===== config.mk =====
export PLATFORM = sky130hd
export DESIGN_NAME = xaui_rx_sync
export DESIGN_NICKNAME = d
export VERILOG_FILES = /design/src/rtl/xaui_rx_sync_pkg.sv /design/src/rtl/xaui_lane_sync.sv /design/src/rtl/xaui_rx_sync.sv
export SDC_FILE = /design/constraint.sdc
export NUM_CORES = 1
export LEC_CHECK = 0
export CAP_MARGIN = 10
export CORE_MARGIN = 4
export CORE_UTILIZATION = 35
export CTS_CLUSTER_DIAMETER = 100
export DETAILED_ROUTE_END_ITERATION = 10
export PLACE_DENSITY = 0.62
export SLEW_MARGIN = 20
export SYNTH_ARGS = -nofsm -noshare
export SYNTH_HDL_FRONTEND = slang
export SYNTH_SLANG_ARGS = --single-unit

===== constraint.sdc =====
create_clock -name xaui_clk -period 2.32 [get_ports xaui_clk]
set_clock_uncertainty 0.2 [all_clocks]
set_input_delay 0.464 -clock xaui_clk [delete_from_list [all_inputs] [get_ports xaui_clk]]
set_output_delay 0.464 -clock xaui_clk [all_outputs]
set_load 0.1 [all_outputs]

===== src/rtl/xaui_rx_sync_pkg.sv =====
// Shared constants and state encodings for the XAUI receive lane-sync / deskew block.
package xaui_rx_sync_pkg;

   localparam logic [7:0] K28_5 = 8'hBC;
   localparam logic [7:0] K28_3 = 8'h7C;
   localparam int unsigned NUM_LANES = 4;

   typedef enum logic [2:0] {
      LS_LOS, LS_CD1, LS_CD2, LS_CD3, LS_SA1, LS_SA2, LS_SA3, LS_SA4
   } lane_state_e;

   typedef enum logic [2:0] {
      AS_LOA, AS_AD, AS_AA1, AS_AA2, AS_AA3
   } align_state_e;

endpackage


===== src/rtl/xaui_lane_sync.sv =====
// Per-lane code-group synchronisation FSM with good-cycle hysteresis and sync-loss pulse.
module xaui_lane_sync
   import xaui_rx_sync_pkg::*;
#(
   parameter int unsigned GOOD_THRESH = 4
) (
   input  logic        clk,
   input  logic        rst_n,
   input  logic [15:0] rxdata,
   input  logic [1:0]  rxcharisk,
   input  logic [1:0]  rxcodevalid,
   input  logic        rxbufferr,
   input  logic        rxlock,
   output logic        in_sync,
   output logic        in_acq,
   output logic        loss
);

   localparam int unsigned GW = $clog2(GOOD_THRESH + 1);

   lane_state_e   state_q, state_d;
   logic [GW-1:0] good_q, good_d;
   logic          loss_q, loss_d;
   logic          comma, bad;

   always_comb begin
      comma = 1'b0;
      for (int unsigned b = 0; b < 2; b++) begin
         if (rxdata[b*8 +: 8] == K28_5 && rxcharisk[b] && rxcodevalid[b]) comma = 1'b1;
      end
      bad = rxbufferr || (rxcodevalid != 2'b11);
   end

   always_comb begin
      state_d = state_q;
      good_d  = '0;
      case (state_q)
         LS_LOS, LS_CD1, LS_CD2, LS_CD3: begin
            if (bad)        state_d = LS_LOS;
            else if (comma) state_d = lane_state_e'(state_q + 3'd1);
         end
         LS_SA1: begin
            if (bad) state_d = LS_SA2;
         end
         LS_SA2, LS_SA3, LS_SA4: begin
            if (bad)
               state_d = (state_q == LS_SA4) ? LS_LOS : lane_state_e'(state_q + 3'd1);
            else if (good_q == GW'(GOOD_THRESH - 1))
               state_d = lane_state_e'(state_q - 3'd1);
            else
               good_d = good_q + 1'b1;
         end
         default: state_d = LS_LOS;
      endcase
      if (!rxlock) begin
         state_d = LS_LOS;
         good_d  = '0;
      end
      loss_d = (state_q >= LS_SA1) && (state_d == LS_LOS);
   end

   always_ff @(posedge clk or negedge rst_n) begin
      if (!rst_n) begin
         state_q <= LS_LOS;
         good_q  <= '0;
         loss_q  <= 1'b0;
      end else begin
         state_q <= state_d;
         good_q  <= good_d;
         loss_q  <= loss_d;
      end
   end

   assign in_sync = (state_q >= LS_SA1);
   assign in_acq  = !in_sync;
   assign loss    = loss_q;

endmodule


===== src/rtl/xaui_rx_sync.sv =====
// XAUI receive port: four lane-sync FSMs, ||A|| column deskew FSM, sync-loss counter.
module xaui_rx_sync
   import xaui_rx_sync_pkg::*;
#(
   parameter int unsigned GOOD_THRESH  = 4,
   parameter int unsigned ALIGN_THRESH = 4
) (
   input  logic        xaui_clk,
   input  logic        xaui_rst_n,
   input  logic [63:0] mgt_rxdata,
   input  logic [7:0]  mgt_rxcharisk,
   input  logic [7:0]  mgt_rxcodevalid,
   input  logic [3:0]  mgt_rxbufferr,
   input  logic [3:0]  mgt_rxlock,
   output logic [3:0]  mgt_rxencommaalign,
   output logic        mgt_rxenchansync,
   output logic [3:0]  lane_sync,
   output logic        align_status,
   output logic [15:0] sync_loss_cnt,
   input  logic        cnt_clr
);

   localparam int unsigned ACNT_MAX = (ALIGN_THRESH > 2) ? ALIGN_THRESH : 2;
   localparam int unsigned AW       = $clog2(ACNT_MAX + 1);

   logic [1:0] rst_pipe_q, rst_pipe_d;
   logic       rst_sync_n;

   // Assert asynchronously, release two edges after xaui_rst_n rises.
   always_comb rst_pipe_d = {rst_pipe_q[0], 1'b1};

   always_ff @(posedge xaui_clk or negedge xaui_rst_n) begin
      if (!xaui_rst_n) rst_pipe_q <= '0;
      else             rst_pipe_q <= rst_pipe_d;
   end

   assign rst_sync_n = rst_pipe_q[1];

   logic [3:0] lane_in_sync, lane_in_acq, lane_loss;

   for (genvar l = 0; l < NUM_LANES; l++) begin : g_lane
      xaui_lane_sync #(.GOOD_THRESH(GOOD_THRESH)) u_lane (
         .clk         (xaui_clk),
         .rst_n       (rst_sync_n),
         .rxdata      (mgt_rxdata[l*16 +: 16]),
         .rxcharisk   (mgt_rxcharisk[l*2 +: 2]),
         .rxcodevalid (mgt_rxcodevalid[l*2 +: 2]),
         .rxbufferr   (mgt_rxbufferr[l]),
         .rxlock      (mgt_rxlock[l]),
         .in_sync     (lane_in_sync[l]),
         .in_acq      (lane_in_acq[l]),
         .loss        (lane_loss[l])
      );
   end

   logic [3:0]   a_seen;
   logic         column, misaligned, all_sync;
   align_state_e align_q, align_d;
   logic [AW-1:0] acnt_q, acnt_d;

   always_comb begin
      a_seen = '0;
      for (int unsigned l = 0; l < NUM_LANES; l++) begin
         a_seen[l] = (mgt_rxdata[l*16 +: 8] == K28_3) && mgt_rxcharisk[l*2];
      end
      column     = &a_seen;
      misaligned = (|a_seen) && !column;
      all_sync   = &lane_in_sync;
   end

   always_comb begin
      align_d = align_q;
      acnt_d  = acnt_q;
      if (!all_sync) begin
         align_d = AS_LOA;
         acnt_d  = '0;
      end else begin
         case (align_q)
            AS_LOA: begin
               if (column) begin
                  align_d = AS_AD;
                  acnt_d  = AW'(1);
               end
            end
            AS_AD: begin
               if (misaligned) begin
                  align_d = AS_LOA;
                  acnt_d  = '0;
               end else if (column) begin
                  if (acnt_q == AW'(ALIGN_THRESH - 1)) begin
                     align_d = AS_AA1;
                     acnt_d  = '0;
                  end else begin
                     acnt_d = acnt_q + 1'b1;
                  end
               end
            end
            AS_AA1, AS_AA2, AS_AA3: begin
               if (misaligned) begin
                  align_d = (align_q == AS_AA3) ? AS_LOA : align_state_e'(align_q + 3'd1);
                  acnt_d  = '0;
               end else if (column) begin
                  if (acnt_q == AW'(1)) begin
                     acnt_d = '0;
                     if (align_q != AS_AA1) align_d = align_state_e'(align_q - 3'd1);
                  end else begin
                     acnt_d = acnt_q + 1'b1;
                  end
               end
            end
            default: begin
               align_d = AS_LOA;
               acnt_d  = '0;
            end
         endcase
      end
   end

   logic [3:0]  lane_sync_q, lane_sync_d;
   logic [3:0]  encomma_q, encomma_d;
   logic        chansync_q, chansync_d;
   logic        align_status_q, align_status_d;
   logic [15:0] cnt_q, cnt_d;
   logic [2:0]  loss_sum;
   logic [16:0] cnt_sum;

   always_comb begin
      loss_sum = '0;
      for (int unsigned l = 0; l < NUM_LANES; l++) loss_sum = loss_sum + {2'b00, lane_loss[l]};
      cnt_sum        = {1'b0, cnt_q} + {14'd0, loss_sum};
      cnt_d          = cnt_clr ? '0 : (cnt_sum[16] ? 16'hFFFF : cnt_sum[15:0]);
      lane_sync_d    = lane_in_sync;
      encomma_d      = lane_in_acq;
      chansync_d     = all_sync && (align_q == AS_LOA || align_q == AS_AD);
      align_status_d = align_q inside {AS_AA1, AS_AA2, AS_AA3};
   end

   always_ff @(posedge xaui_clk or negedge rst_sync_n) begin
      if (!rst_sync_n) begin
         align_q        <= AS_LOA;
         acnt_q         <= '0;
         lane_sync_q    <= '0;
         encomma_q      <= '1;
         chansync_q     <= 1'b0;
         align_status_q <= 1'b0;
         cnt_q          <= '0;
      end else begin
         align_q        <= align_d;
         acnt_q         <= acnt_d;
         lane_sync_q    <= lane_sync_d;
         encomma_q      <= encomma_d;
         chansync_q     <= chansync_d;
         align_status_q <= align_status_d;
         cnt_q          <= cnt_d;
      end
   end

   assign lane_sync          = lane_sync_q;
   assign mgt_rxencommaalign = encomma_q;
   assign mgt_rxenchansync   = chansync_q;
   assign align_status       = align_status_q;
   assign sync_loss_cnt      = cnt_q;

endmodule

# After elaboration in Yosys (flattened, before gate mapping)
# Index checks and enable logic that the tools add are counted.
# op_classes
n_bitwise	0
reduce_logical	60
magnitude_cmp	4
eq_ne	61
shifts	0
addsub	19
n_mul	0
div	0
muxes	77
# op_table
operator	count
$mux 3	61
$eq 8x8->1 const B	8
$pmux 3 s3	6
$eq 3x3->1 const B	17
$eq 3x2->1 const B	15
$eq 8x7->1 const B	4
$mux 16	2
$add 3x1->3 const B	10
$logic_not 3->1	9
$logic_and 1x1->1	26
$ne 4x4->1 const B	5
$reduce_or 4->1	5
$eq 3x1->1 const B	6
$add 16x3->17	1
$reduce_or 3->1	5
$sub 3x1->3 const B	5
$ge 3x3->1 const B	4
$mux 1	8
$ne 2x2->1 const B	4
$reduce_and 4->1	2
$reduce_and 6->1	1
$logic_not 1->1	5
$logic_or 1x1->1	5
$add 2x1->3	1
6 further kinds	6
# word_totals
n_memories	0
wordCells	241
inputBits	91
ramBits	0
latchBits	0
out_inout_bits	26
rom_bits	0
regBits	62

# Depth between registers and ports, before layout
# Gate-level depths: netlist (run 1).
# depth
word_depth	11
ltp_mapped	9
ltp_nobuf	9

# Hierarchy
# From an unflattened synthesis (run 1), not the netlist that was laid out.
# unflattened
hier_cells	478
area_unflattened_um2	4747.1
# modules_own_cells
mod	area_each_um2	instances	cells_per_inst	seq_area_each_um2
xaui_lane_sync	628.1	4	67	175.2
xaui_rx_sync	2234.6	1	210	855.8

# Least setup slack after synthesis (run 1)
# No wires, ideal clock.
# synth_path
path_type	register to register
from	register cnt_q[0] (netlist: sync_loss_cnt[0])
to	register cnt_q[10] (netlist: sync_loss_cnt[10])
path_slack_ps	-1076
arrival_ps	3118
setup_time_ps	78
path_stages_with_launch	10
synth_period_minus_slack_ps	3396
t_required_ps	2042
path_buffers	1
cell_sequence	dfrtp_1 > fa_1 > inv_1 > fa_1 > inv_1 > fa_1 > nand3_1 > or3_1 > clkbuf_1 > a21oi_1
# synth_via
elab_chain_cells	3
# synth_lines
item	line	rtl
start: declaration	xaui_rx_sync.sv:123	logic [15:0] cnt_q, cnt_d;
start signal: assignment	xaui_rx_sync.sv:154	cnt_q <= cnt_d;
$add 16x3->17	xaui_rx_sync.sv:130	cnt_sum = {1'b0, cnt_q} + {14'd0, loss_sum};
$mux 16 (2 in series)	xaui_rx_sync.sv:131	cnt_d = cnt_clr ? '0 : (cnt_sum[16] ? 16'hFFFF : cnt_sum[15:0]);
via cnt_d[10]	xaui_rx_sync.sv:123	
# The timed path passes the listed nets, and every way through them passes these cells.
# A chain may end at the register's enable or synchronous reset.

# Final worst setup path (run 1)
# layout_path
from	register g_lane[2].u_lane.loss_q
to	register cnt_q[10] (netlist: sync_loss_cnt[10])
# layout_via
elab_chain_cells	5
# layout_lines
item	line	rtl
start: declaration	xaui_lane_sync.sv:23	logic loss_q, loss_d;
start signal: assignment	xaui_lane_sync.sv:70	loss_q <= loss_d;
$add 2x1->3	xaui_rx_sync.sv:129	for (int unsigned l = 0; l < NUM_LANES; l++) loss_sum = loss_sum + {2'b00, lane_loss[l]};
$add 3x1->3	xaui_rx_sync.sv:129	
$add 16x3->17	xaui_rx_sync.sv:130	
$mux 16 (2 in series)	xaui_rx_sync.sv:131	
via cnt_d[10]	xaui_rx_sync.sv:123	
# The timed path passes the listed nets, and every way through them passes these cells.

==> load_flow_metrics.sql, run 1 <==
INSERT INTO impl_metrics (metric_group, metric, value, unit) VALUES
('die', 'die_w', '121', 'um'),
('placement', 'finalWeightedCongestion', '0.879', ''),
('die', 'die-area', '14500', 'um^2'),
('setup_path', 'setup.worst_path.class', 'flip-flop to flip-flop', ''),
('synth', 'synth.area.mux_share', '1.86', '%'),
('die', 'design.portCount', '117', ''),
('synth', 'synthesis.nets', '613', ''),
('synth', 'ys_warnings', '0', ''),
('synth', 'post_synth_top_area_share', '32.7', '%'),
('hold_path', 'timing.hold.worst.class', 'flip-flop to asynchronous set/reset pin', ''),
('route', 'drtAntennaViolNets', '0', ''),
('sta', 'worst_pin_slew', '750', 'ps'),
('route', 'wl_per_cell', '16.2', 'um'),
('global_routing', 'grt_max_degree', '27', ''),
('clocking', 'clock_tree.buffer_depth', '2', ''),
('sta', 'final.setup.worst_slack', '-300', 'ps'),
('placement', 'pre_cts_ws', '-604', 'ps'),
('global_routing', 'grt_overflow_total', '0', ''),
('placement', 'place_hpwl', '10600', 'um'),
('outcome', 'violations', 'setup timing', ''),
('route', 'wl_met2', '7410', 'um'),
('setup_path', 'cpLargestDelayFamily', 'adder cells', ''),
('synth', 'post_synth_xor_area_fraction', '2.17', '%'),
('setup_path', 'crit_required', '2360', 'ps'),
('clocking', 'clock_sink_count', '62', ''),
('synth', 'synthTopCellsByArea', 'dfrtp_1 33%, ha_1 11%, a21oi_1 3.5%, nand2_1 3.0%, nand3_1 2.7%', ''),
('sta', 'fmax_achieved', '0.382', 'GHz'),
('synth', 'synth-edff-count', '0', ''),
('sta', 'period_share', '113', '%'),
('route', 'top_signal_layer_used', 'met4', ''),
('route', 'm1WireLength', '5800', 'um'),
('synth', 'largest_family_of_logic_cells_by_synthesized_area', 'simple AND/OR/NAND/NOR gates', ''),
('setup_path', 'max_incr_delay_on_cp', '560', 'ps'),
('die', 'core_area', '12200', 'um^2'),
('sta', 'hold_viol', '0', ''),
('power', 'vdd_ir_drop_max', '0.425', 'mV'),
('setup_path', 'crit_path_launch_type', 'flip-flop', ''),
('layout', 'area_delta_synth_final', '66.2', '%'),
('layout', 'finish.cell_count_without_fillers', '871', ''),
('clocking', 'tritoncts.num_buffers', '9', ''),
('layout', 'n_antenna_cell', '0', ''),
('global_routing', 'number_of_antenna_violations_at_the_first_check_in_global_routing', '0', ''),
('layout', 'final_net_count', '833', ''),
('synth', 'synthAdderAreaFrac', '12.6', '%'),
('clocking', 'hold_buffers', '0', ''),
('synth', 'synth_sequential_area_ratio', '35.1', '%'),
('route', 'met3RoutedLength', '731', 'um'),
('clocking', 'depth_of_the_cts_h_tree', '3', ''),
('synth', 'fraction_of_the_mapped_netlist_area_in_compound_gates', '18.8', '%'),
('die', 'die_h', '121', 'um'),
('route', 'detail_route.drc_violations', '0', ''),
('synth', 'synth_simple_gate_area_share', '25.5', '%'),
('sta', 'worst_slew_margin_rel', '49.8', '%'),
('die', 'num_rows', '40', ''),
('synth', 'async_reset_ff_share', '100', '%'),
('sta', 'grt_setup_unrepaired', 'true', ''),
('synth', 'post_synth_top_flop', 'dfrtp_1', ''),
('global_routing', 'aggregate_global_route_resource_usage', '19.0', '%'),
('global_routing', 'grt_pass1_vias', '4733', ''),
('clocking', 'clock_latency', '320', 'ps'),
('setup_path', 'slowest_stage_cell_crit_path', 'fa_1', ''),
('route', 'routed-via-count', '4678', ''),
('synth', 'cells_after_synthesis', '479', ''),
('die', 'initial_core_util', '36.3', '%'),
('sta', 'report.final.setup_viol', '16', ''),
('outcome', 'outcome', 'complete, but fails checks', ''),
('power', 'power_density', '378', 'nW/um^2'),
('global_routing', 'grt_first_pass_wirelength', '22600', 'um'),
('placement', 'placement.io_buffers', '116', ''),
('setup_path', 'cp_cell_sequence', 'fa_1, inv_2, fa_2, inv_2, fa_2, nand3_4, or3_4, a21oi_2', ''),
('synth', 'synth_seq_cells', '62', '');
[report_power, final]
part	internal [uW]	switching [uW]	total, uW
clock	992	442	1430
combinational	166	94.7	261
sequential	1090	9.27	1090
[layout by cell type, fill, tap and decap left out, drive strengths merged, types with 5 or more instances in the layout]
cell type and instances:
nor4 12, clkdlybuf4s50 46, nand4 11, o21ai 25, nor4bb 5, nand3b 6
and2 5, nand3 24, clkbuf 19, nor3 15, nor3b 6, xor2 7
dlymetal6s2s 13, nor4b 5, mux2i 6, nor2b 8, clkdlybuf4s15 5, ha 40
dlygate4sd2 11, inv 31, and3 5, o21a 7, a21oi 31, a31oi 8
nand2 35, o211ai 6, nand2b 5, nor2 20, or4 5, buf 140
dfrtp 58
[kinds of logic after synthesis]
| family | count (synthesis) |
|---|---|
| adders and majority gates | 43 |
| muxes | 8 |
| DFF | 62 |
| and+or+nand+nor | 187 |
| AOI/OAI and AO/OA | 122 |
| other | 1 |
| xor gates and xnor gates | 11 |
| buffers and inverters | 45 |
[final cells by class]
type                            instances  area [um^2]  area share, %
Clock inverter                          3         67.6          0.916
Timing Repair Buffer                  222         1950           26.5
Tap cell                              168          210           2.85
Sequential cell                        62         1570           21.3
Multi-Input combinational cell        373         3210           43.5
Inverter                               31          116           1.58
Clock buffer                           12          256           3.48
[metal layers]
metal / track usage, % / vias to the layer above
li1: - / 2250
met1: 23.1 / 2261
met2: 33.8 / 149
met3: 4.77 / 18
met4: 4.04 / 0
met5: 0 / -
[per-stage QoR]
stage / utilization (%) / hold slack, ps / area [um^2] / TNS [ps] / power (uW)
3_5_place_dp: 52.7 / 97.0 / 6430 / -13650 / 1370
2_1_floorplan: - / -31.6 / 4480 / -7450 / 1160
6_report: 60.4 / 72.6 / 7380 / -4210 / 2790
3_3_place_gp: 52.7 / 92.9 / 6430 / -12400 / 1370
4_1_cts: 57.1 / 90.4 / 6970 / -4510 / 2810
5_1_grt: 60.4 / 89.6 / 7380 / -6130 / 2900
[repair_timing]
item	in CTS	in global routing
endpoints found under the setup margin	31	31
gates cloned	1	0
pin swaps	30	40
resized for setup	92	108
buffers inserted	15	11
[registers in the layout, summed over array words and instances, names as in the netlist]
register / count
lane_sync: 4
acnt_q: 3
mgt_rxenchansync: 1
g_lane.u_lane.loss: 4
rst_pipe_q: 2
g_lane.u_lane.good_q: 12
mgt_rxencommaalign: 4
align_q: 3
sync_loss_cnt: 16
align_status: 1
g_lane.u_lane.state_q: 12
[final timing paths]
kind | start | to | slack [ps] | cells past startpoint
worst max-delay path | g_lane[2].u_lane.loss$_DFF_PN0_ | sync_loss_cnt[10]$_DFF_PN0_ | -300 | 8
worst min-delay path | rst_pipe_q[1]$_DFF_PN0_ | sync_loss_cnt[10]$_DFF_PN0_ | 70 | 0
worst max register to register | g_lane[2].u_lane.loss$_DFF_PN0_ | sync_loss_cnt[10]$_DFF_PN0_ | -300 | 8
worst min register to register | rst_pipe_q[1]$_DFF_PN0_ | sync_loss_cnt[10]$_DFF_PN0_ | 70 | 0
max in group asynchronous | rst_pipe_q[1]$_DFF_PN0_ | mgt_rxencommaalign[0]$_DFF_PN1_ | 1190 | 1
min in group xaui_clk | rst_pipe_q[0]$_DFF_PN0_ | rst_pipe_q[1]$_DFF_PN0_ | 160 | 0
Power figures use the tool's default switching activity.
==> run 2, diff against run 1 <==
--- a/config.mk
+++ b/config.mk
@@ -7,10 +7,10 @@
 export LEC_CHECK = 0
 export CAP_MARGIN = 10
 export CORE_MARGIN = 4
-export CORE_UTILIZATION = 35
+export CORE_UTILIZATION = 24
 export CTS_CLUSTER_DIAMETER = 100
 export DETAILED_ROUTE_END_ITERATION = 10
-export PLACE_DENSITY = 0.62
+export PLACE_DENSITY = 0.46
 export SLEW_MARGIN = 20
 export SYNTH_ARGS = -nofsm -noshare
 export SYNTH_HDL_FRONTEND = slang
==> run 2 against run 1 <==
  * The run still ends with setup timing left
  * Register-to-register slack better by 30 ps
  * Clock power is essentially flat
  * Design area grew 5.1%
  * Setup slack improved by 34 ps
  * First-iteration DRC count fell by 27%
  * Flip-flop and latch count stayed put
  * Die area increased by 43%
  * Maximum frequency grew 1.3%
  * Routed wire length rose by 3.4%
  * Count of clock-buffer cells in the layout unchanged
  * Non-clock buffer count up 16
  * Combinational power increased by 8.4%
  * Highest routed layer unchanged
==> load_flow_metrics.sql, run 2 (synthesis results as in run 1) <==
INSERT INTO impl_metrics (metric_group, metric, value, unit) VALUES
('layout', 'post_route_cells_drive_above_1_share', '41.4', '%'),
('global_routing', 'number_of_antenna_violations_at_the_first_check_in_global_routing', '0', ''),
('setup_path', 'max_incr_delay_on_cp', '530', 'ps'),
('outcome', 'outcome', 'complete, but fails checks', ''),
('die', 'die_w', '144', 'um'),
('setup_path', 'setup_slack_of_the_most_critical_reg_to_reg_path', '-270', 'ps'),
('die', 'num_rows', '49', ''),
('die', 'die_h', '144', 'um'),
('setup_path', 'crit_required', '2350', 'ps'),
('clocking', 'clock_sink_count', '62', ''),
('outcome', 'violations', 'setup timing', ''),
('layout', 'area_delta_synth_final', '74.7', '%'),
('power', 'clock_power_share', '51.2', '%'),
('global_routing', 'grt_first_pass_wirelength', '23700', 'um'),
('setup_path', 'cpMostUsedCell', 'fa_2', ''),
('sta', 'period_minus_slack', '2590', 'ps'),
('clocking', 'cts.root.buffer_cell', 'clkbuf_16', ''),
('power', 'combinational_cell_fraction_of_total_power', '10.1', '%'),
('power', 'power.share.sequential', '38.7', '%'),
('sta', 'period_share', '111', '%'),
('route', 'detail_route.wirelength', '14600', 'um'),
('setup_path', 'crit_path_launch_type', 'flip-flop', ''),
('power', 'switching_power', '579', 'uW'),
('sta', 'final.setup.worst_slack', '-266', 'ps'),
('clocking', 'hold_buffers', '0', ''),
('die', 'core_area', '18100', 'um^2'),
('sta', 'worst_slew_margin_rel', '49.0', '%'),
('setup_path', 'setup.worst_path.class', 'flip-flop to flip-flop', ''),
('route', 'number_of_violations_reported_at_the_end_of_detailed_routing_iteration_0', '172', ''),
('clocking', 'clock_latency', '320', 'ps'),
('sta', 'worst_pin_slew', '763', 'ps'),
('layout', 'total_area_of_multi_input_combinational_cells', '3370', 'um^2'),
('global_routing', 'aggregate_global_route_resource_usage', '14.0', '%'),
('layout', 'final_layout_fill_cell_count', '1726', ''),
('route', 'drtAntennaViolNets', '0', ''),
('global_routing', 'grt_pass1_vias', '4989', ''),
('setup_path', 'worstPathArrival', '2620', 'ps'),
('setup_path', 'slowest_stage_cell_crit_path', 'fa_1', ''),
('placement', 'placement.io_buffers', '116', ''),
('placement', 'finalWeightedCongestion', '0.823', ''),
('layout', 'largest_reg_flops', '16', ''),
('sta', 'hold_viol', '0', ''),
('clocking', 'depth_of_the_cts_h_tree', '3', ''),
('layout', 'layout_commonest_cell', 'buf_4', ''),
('setup_path', 'rr_worst_depth', '8', ''),
('clocking', 'tritoncts.num_buffers', '9', ''),
('placement', 'place_hpwl', '11000', 'um'),
('global_routing', 'grt_overflow_total', '0', ''),
('die', 'design.portCount', '117', ''),
('setup_path', 'critical_path.reg2reg.endpoint', 'sync_loss_cnt[4]$_DFF_PN0_', ''),
('layout', 'n_antenna_cell', '0', ''),
('global_routing', 'grt_max_degree', '61', ''),
('sta', 'report.final.setup_viol', '22', ''),
('setup_path', 'worst_r2r_startpoint', 'g_lane[2].u_lane.loss$_DFF_PN0_', ''),
('setup_path', 'cp_cell_sequence', 'fa_1, inv_1, fa_2, inv_2, fa_2, nand3_4, or3_4, a21oi_1', ''),
('setup_path', 'crit_path_max_fanout', '7', ''),
('sta', 'fmax_achieved', '0.387', 'GHz'),
('placement', 'place.detailed.instances', '899', ''),
('die', 'initial_core_util', '24.5', '%'),
('sta', 'grt_setup_unrepaired', 'true', ''),
('route', 'viasPerCell', '4.93', ''),
('clocking', 'clkTransAtPathRegs', '50', 'ps'),
('power', 'p_sw_share', '20.6', '%'),
('setup_path', 'launching_element_of_the_worst_setup_path', 'g_lane[2].u_lane.loss$_DFF_PN0_', ''),
('layout', 'finish.cell_count_without_fillers', '949', ''),
('power', 'total_power', '2800', 'uW'),
('clocking', 'tritoncts', 'yes', ''),
('setup_path', 'end_kind', 'flip-flop', ''),
('die', 'die-area', '20700', 'um^2'),
('hold_path', 'timing.hold.worst.class', 'flip-flop to asynchronous set/reset pin', ''),
('setup_path', 'endpoint', 'sync_loss_cnt[4]$_DFF_PN0_', ''),
('route', 'routed-via-count', '4680', ''),
('route', 'drt-pass1-iter-count', '5', ''),
('route', 'detail_route.drc_violations', '0', ''),
('clocking', 'clock_tree.buffer_depth', '2', ''),
('layout', 'final_net_count', '849', ''),
('power', 'vdd_ir_drop_max', '0.276', 'mV'),
('power', 'power_leakage', '0.00337', 'uW'),
('layout', 'most-common-layout-cells', '132 x buf_4, 50 x clkdlybuf4s50_1, 49 x dfrtp_1', ''),
('power', 'power_density', '362', 'nW/um^2'),
('power', 'cellInternalPower', '2220', 'uW'),
('route', 'wl_per_cell', '15.4', 'um'),
('job', 'max_cap_viol', '0', ''),
('layout', 'ff_latch_area', '1570', 'um^2'),
('sta', 'timing.final.max_slew_violations', '0', '');
==> run 2: through the flow <==
stage	worst slack [ps]	util, %	setup TNS (ps)	instance area, um^2	hold WS, ps
6_report	-266	42.9	-3930	7750	69.7
5_1_grt	-343	42.9	-5970	7750	95.3
4_1_cts	-308	39.8	-4300	7210	88.2
3_5_place_dp	-651	36.1	-14390	6530	95.0
3_3_place_gp	-636	36.1	-14370	6530	83.9
2_1_floorplan	-525	-	-7450	4480	-31.6
==> run 2: worst min path at each step <==
stage	slack [ps]	startpoint	end
5_1_grt	100	xaui_rst_n	rst_pipe_q[0]$_DFF_PN0_
4_1_cts	90	xaui_rst_n	rst_pipe_q[0]$_DFF_PN0_
6_report	70	rst_pipe_q[1]$_DFF_PN0_	g_lane[1].u_lane.good_q[1]$_DFF_PN0_
3_5_place_dp	100	rst_pipe_q[1]$_DFF_PN0_	lane_sync[1]$_DFF_PN0_
3_3_place_gp	80	rst_pipe_q[1]$_DFF_PN0_	sync_loss_cnt[14]$_DFF_PN0_
2_1_floorplan	-30	xaui_rst_n	rst_pipe_q[0]$_DFF_PN0_
==> run 2: timing repair <==
action | 4_1_cts | 5_1_grt
gates resized for setup | 107 | 105
pin swaps | 37 | 67
buffers inserted | 16 | 19
setup endpoints to repair | 33 | 27
gates cloned | 1 | 0
==> run 2: power groups by stage <==
stage / sequential, uW / combinational [uW] / clock, uW
after floorplan: 1120 / 42.2 / 0
after global placement: 1100 / 261 / 0
after detailed placement: 1100 / 266 / 0
after CTS: 1090 / 268 / 1470
after global routing: 1080 / 307 / 1530
final: 1090 / 283 / 1430
==> run 2: worst max-delay path, delay by kind of cell, from the launching register on <==
family	cells	cell delay, ps
compound gates	1	150
flops	1	390
buf+inv	2	120
simple gates	2	520
fa+ha+maj	3	1110
==> run 2: cell type report <==
cell class / instances / area share (%)
inverters: 31 / 1.50
repair buffers: 238 / 27.0
clock buffers: 12 / 3.18
well taps: 229 / 3.70
clock inverters: 4 / 0.904
flip-flops and latches: 62 / 20.2
multi-input cells: 373 / 43.5
==> run 2: layer usage <==
| layer | track usage (%) | up-vias | wire length (um) |
|---|---|---|---|
| met5 | 0 | - | 0 |
| met4 | 4.06 | 0 | 311 |
| met3 | 2.56 | 26 | 628 |
| met2 | 25.6 | 111 | 7620 |
| met1 | 16.7 | 2265 | 6070 |
| li1 | - | 2278 | - |
==> run 3, diff against run 2 <==
--- a/config.mk
+++ b/config.mk
@@ -10,6 +10,7 @@
 export CORE_UTILIZATION = 24
 export CTS_CLUSTER_DIAMETER = 100
 export DETAILED_ROUTE_END_ITERATION = 10
+export GPL_ROUTABILITY_DRIVEN = 0
 export PLACE_DENSITY = 0.46
 export SLEW_MARGIN = 20
 export SYNTH_ARGS = -nofsm -noshare
==> run 3 against run 2 <==
  * The flow still finishes with violations (setup timing)
  * Design area fell by 3.2%
  * Clock power is 6% lower
  * Count of clock-buffer cells in the layout is 2 lower
  * Setup slack lost 11 ps
  * Register-to-register slack about the same
  * Largest cell class unchanged
  * Total power shrank 3.7%
  * Critical path depth up 1
  * Non-clock buffer count decreased by 6
  * First-iteration DRC count rose by 19%
  * Highest routed layer unchanged
  * Sequential share of layout area rose by 0.59 points
  * Critical path type unchanged
  * Hold slack worse by 13 ps
==> load_flow_metrics.sql, run 3 (synthesis results as in run 1) <==
INSERT INTO impl_metrics (metric_group, metric, value, unit) VALUES
('clocking', 'cts.root.buffer_cell', 'clkbuf_16', ''),
('sta', 'fmax_achieved', '0.385', 'GHz'),
('clocking', 'clock_tree.buffer_depth', '2', ''),
('hold_path', 'timing.hold.worst.class', 'flip-flop to asynchronous set/reset pin', ''),
('setup_path', 'endpoint', 'sync_loss_cnt[12]$_DFF_PN0_', ''),
('placement', 'place.detailed.instances', '898', ''),
('die', 'die_w', '144', 'um'),
('setup_path', 'max_incr_delay_on_cp', '550', 'ps'),
('outcome', 'outcome', 'complete, but fails checks', ''),
('route', 'detail_route.wirelength', '14400', 'um'),
('sta', 'timing.final.max_slew_violations', '0', ''),
('clocking', 'clock_sink_count', '62', ''),
('setup_path', 'worst_r2r_startpoint', 'g_lane[2].u_lane.loss$_DFF_PN0_', ''),
('layout', 'finish.cell_count_without_fillers', '943', ''),
('layout', 'final_net_count', '843', ''),
('layout', 'postLayoutCellArea', '7500', 'um^2'),
('setup_path', 'slowest_stage_cell_crit_path', 'fa_1', ''),
('route', 'drt-pass1-iter-count', '4', ''),
('setup_path', 'crit_path_max_fanout', '3', ''),
('sta', 'worst_pin_slew', '645', 'ps'),
('die', 'die-area', '20700', 'um^2'),
('die', 'core_area', '18100', 'um^2'),
('global_routing', 'grt_first_pass_wirelength', '22700', 'um'),
('route', 'detail_route.drc_violations', '0', ''),
('global_routing', 'grt_max_degree', '27', ''),
('global_routing', 'aggregate_global_route_resource_usage', '13.4', '%'),
('sta', 'period_minus_slack', '2600', 'ps'),
('sta', 'worst_slew_margin_rel', '56.8', '%'),
('clocking', 'tritoncts', 'yes', ''),
('layout', 'layout_commonest_cell', 'buf_4', ''),
('sta', 'final.setup.worst_slack', '-278', 'ps'),
('placement', 'placement.io_buffers', '116', ''),
('sta', 'report.final.setup_viol', '16', ''),
('power', 'vdd_ir_drop_max', '0.299', 'mV'),
('setup_path', 'cp_cell_sequence', 'fa_1, inv_1, fa_2, inv_2, fa_2, buf_4, and3_4, a41oi_2, a211oi_1', ''),
('route', 'viasPerCell', '4.91', ''),
('setup_path', 'critical_path.reg2reg.endpoint', 'sync_loss_cnt[12]$_DFF_PN0_', ''),
('layout', 'most-common-layout-cells', '133 x buf_4, 54 x dfrtp_1, 47 x clkdlybuf4s50_1', ''),
('layout', 'total_area_of_multi_input_combinational_cells', '3190', 'um^2'),
('route', 'number_of_violations_reported_at_the_end_of_detailed_routing_iteration_0', '204', ''),
('global_routing', 'grt_overflow_total', '0', ''),
('layout', 'n_antenna_cell', '0', ''),
('layout', 'postLayoutCoreUtil', '41.5', '%'),
('global_routing', 'grt_pass1_vias', '4784', ''),
('layout', 'area_delta_synth_final', '69.0', '%'),
('die', 'initial_core_util', '24.5', '%'),
('die', 'die_h', '144', 'um'),
('clocking', 'hold_buffers', '0', ''),
('placement', 'place_hpwl', '10900', 'um'),
('layout', 'post_route_cells_drive_above_1_share', '36.1', '%'),
('clocking', 'clock_latency', '320', 'ps'),
('setup_path', 'setup.worst_path.class', 'flip-flop to flip-flop', ''),
('power', 'power_leakage', '0.00339', 'uW'),
('setup_path', 'worstPathArrival', '2620', 'ps'),
('setup_path', 'crit_path_launch_type', 'flip-flop', ''),
('power', 'power_density', '360', 'nW/um^2'),
('clocking', 'tritoncts.num_buffers', '9', ''),
('setup_path', 'setup_slack_of_the_most_critical_reg_to_reg_path', '-280', 'ps'),
('clocking', 'clkTransAtPathRegs', '60', 'ps'),
('setup_path', 'end_kind', 'flip-flop', ''),
('layout', 'largest_reg_flops', '16', ''),
('clocking', 'depth_of_the_cts_h_tree', '3', ''),
('setup_path', 'launching_element_of_the_worst_setup_path', 'g_lane[2].u_lane.loss$_DFF_PN0_', ''),
('layout', 'ff_latch_area', '1560', 'um^2'),
('route', 'drtAntennaViolNets', '0', ''),
('sta', 'hold_viol', '0', ''),
('setup_path', 'cpMostUsedCell', 'fa_2', ''),
('die', 'num_rows', '49', ''),
('sta', 'period_share', '112', '%'),
('job', 'max_cap_viol', '0', ''),
('placement', 'pre_cts_ws', '-621', 'ps'),
('sta', 'hold_ws', '56.2', 'ps'),
('setup_path', 'rr_worst_depth', '9', ''),
('global_routing', 'number_of_antenna_violations_at_the_first_check_in_global_routing', '0', ''),
('setup_path', 'crit_required', '2340', 'ps'),
('layout', 'final_layout_fill_cell_count', '1756', ''),
('die', 'design.portCount', '117', ''),
('route', 'wl_per_cell', '15.2', 'um'),
('sta', 'grt_setup_unrepaired', 'true', ''),
('route', 'routed-via-count', '4632', ''),
('outcome', 'violations', 'setup timing', ''),
('placement', 'area_after_dpl', '6540', 'um^2');
==> run 3: repair_timing <==
item / 4_1_cts / 5_1_grt
hold endpoints to repair: 0 / 0
gates resized for setup: 87 / 68
cloned: 1 / 0
buffers inserted: 18 / 13
pin swaps: 37 / 41
endpoints found under the setup margin: 32 / 29
==> run 3: worst max-delay path: cells and delay by family, from the launching register on <==
family                   cells  cell delay, ps
adder cells (fa/ha/maj)      3            1130
flip-flops                   1             400
AO/OA/AOI/OAI                2             350
buffers and inverters        3             230
AND/OR/NAND/NOR              1             180
==> run 3: layer usage <==
metal  vias up  share of wire (%)  track usage [%]
met5         -                  0                0
met4         0                1.4             3.27
met3        15                4.5             2.70
met2       130                 51             23.8
met1      2220                 43             16.7
li1       2267                  -                -
==> run 3: power by group <==
part	internal [uW]	leakage (uW)	switching, uW
Combinational	171	0.00240	96.7
Clock	856	0.000148	483
Sequential	1080	0.000842	8.41
Total	2110	0.00339	588
==> run 3: final cells by class <==
| type | count | area share (%) |
|---|---|---|
| clock buffer | 10 | 3.19 |
| clock inverter | 6 | 0.817 |
| inverter | 31 | 1.55 |
| multi-input combinational | 373 | 42.5 |
| sequential | 62 | 20.8 |
| tap | 229 | 3.82 |
| timing repair buffer | 232 | 27.3 |
==> run 3: how the worst min path moves through the flow <==
stage	cells after the start	to	slack, ps
6_report	0	align_q[2]$_DFFE_PN0P_	60
5_1_grt	1	rst_pipe_q[1]$_DFF_PN0_	90
4_1_cts	0	sync_loss_cnt[13]$_DFF_PN0_	80
3_5_place_dp	0	sync_loss_cnt[13]$_DFF_PN0_	80
3_3_place_gp	0	sync_loss_cnt[14]$_DFF_PN0_	80
2_1_floorplan	0	rst_pipe_q[0]$_DFF_PN0_	-30
==> run 3: stage by stage <==
step	total power, uW	TNS, ps
4_1_cts	2740	-4530
3_3_place_gp	1360	-13560
6_report	2700	-3890
5_1_grt	2810	-5790
3_5_place_dp	1370	-13960
2_1_floorplan	1160	-7450
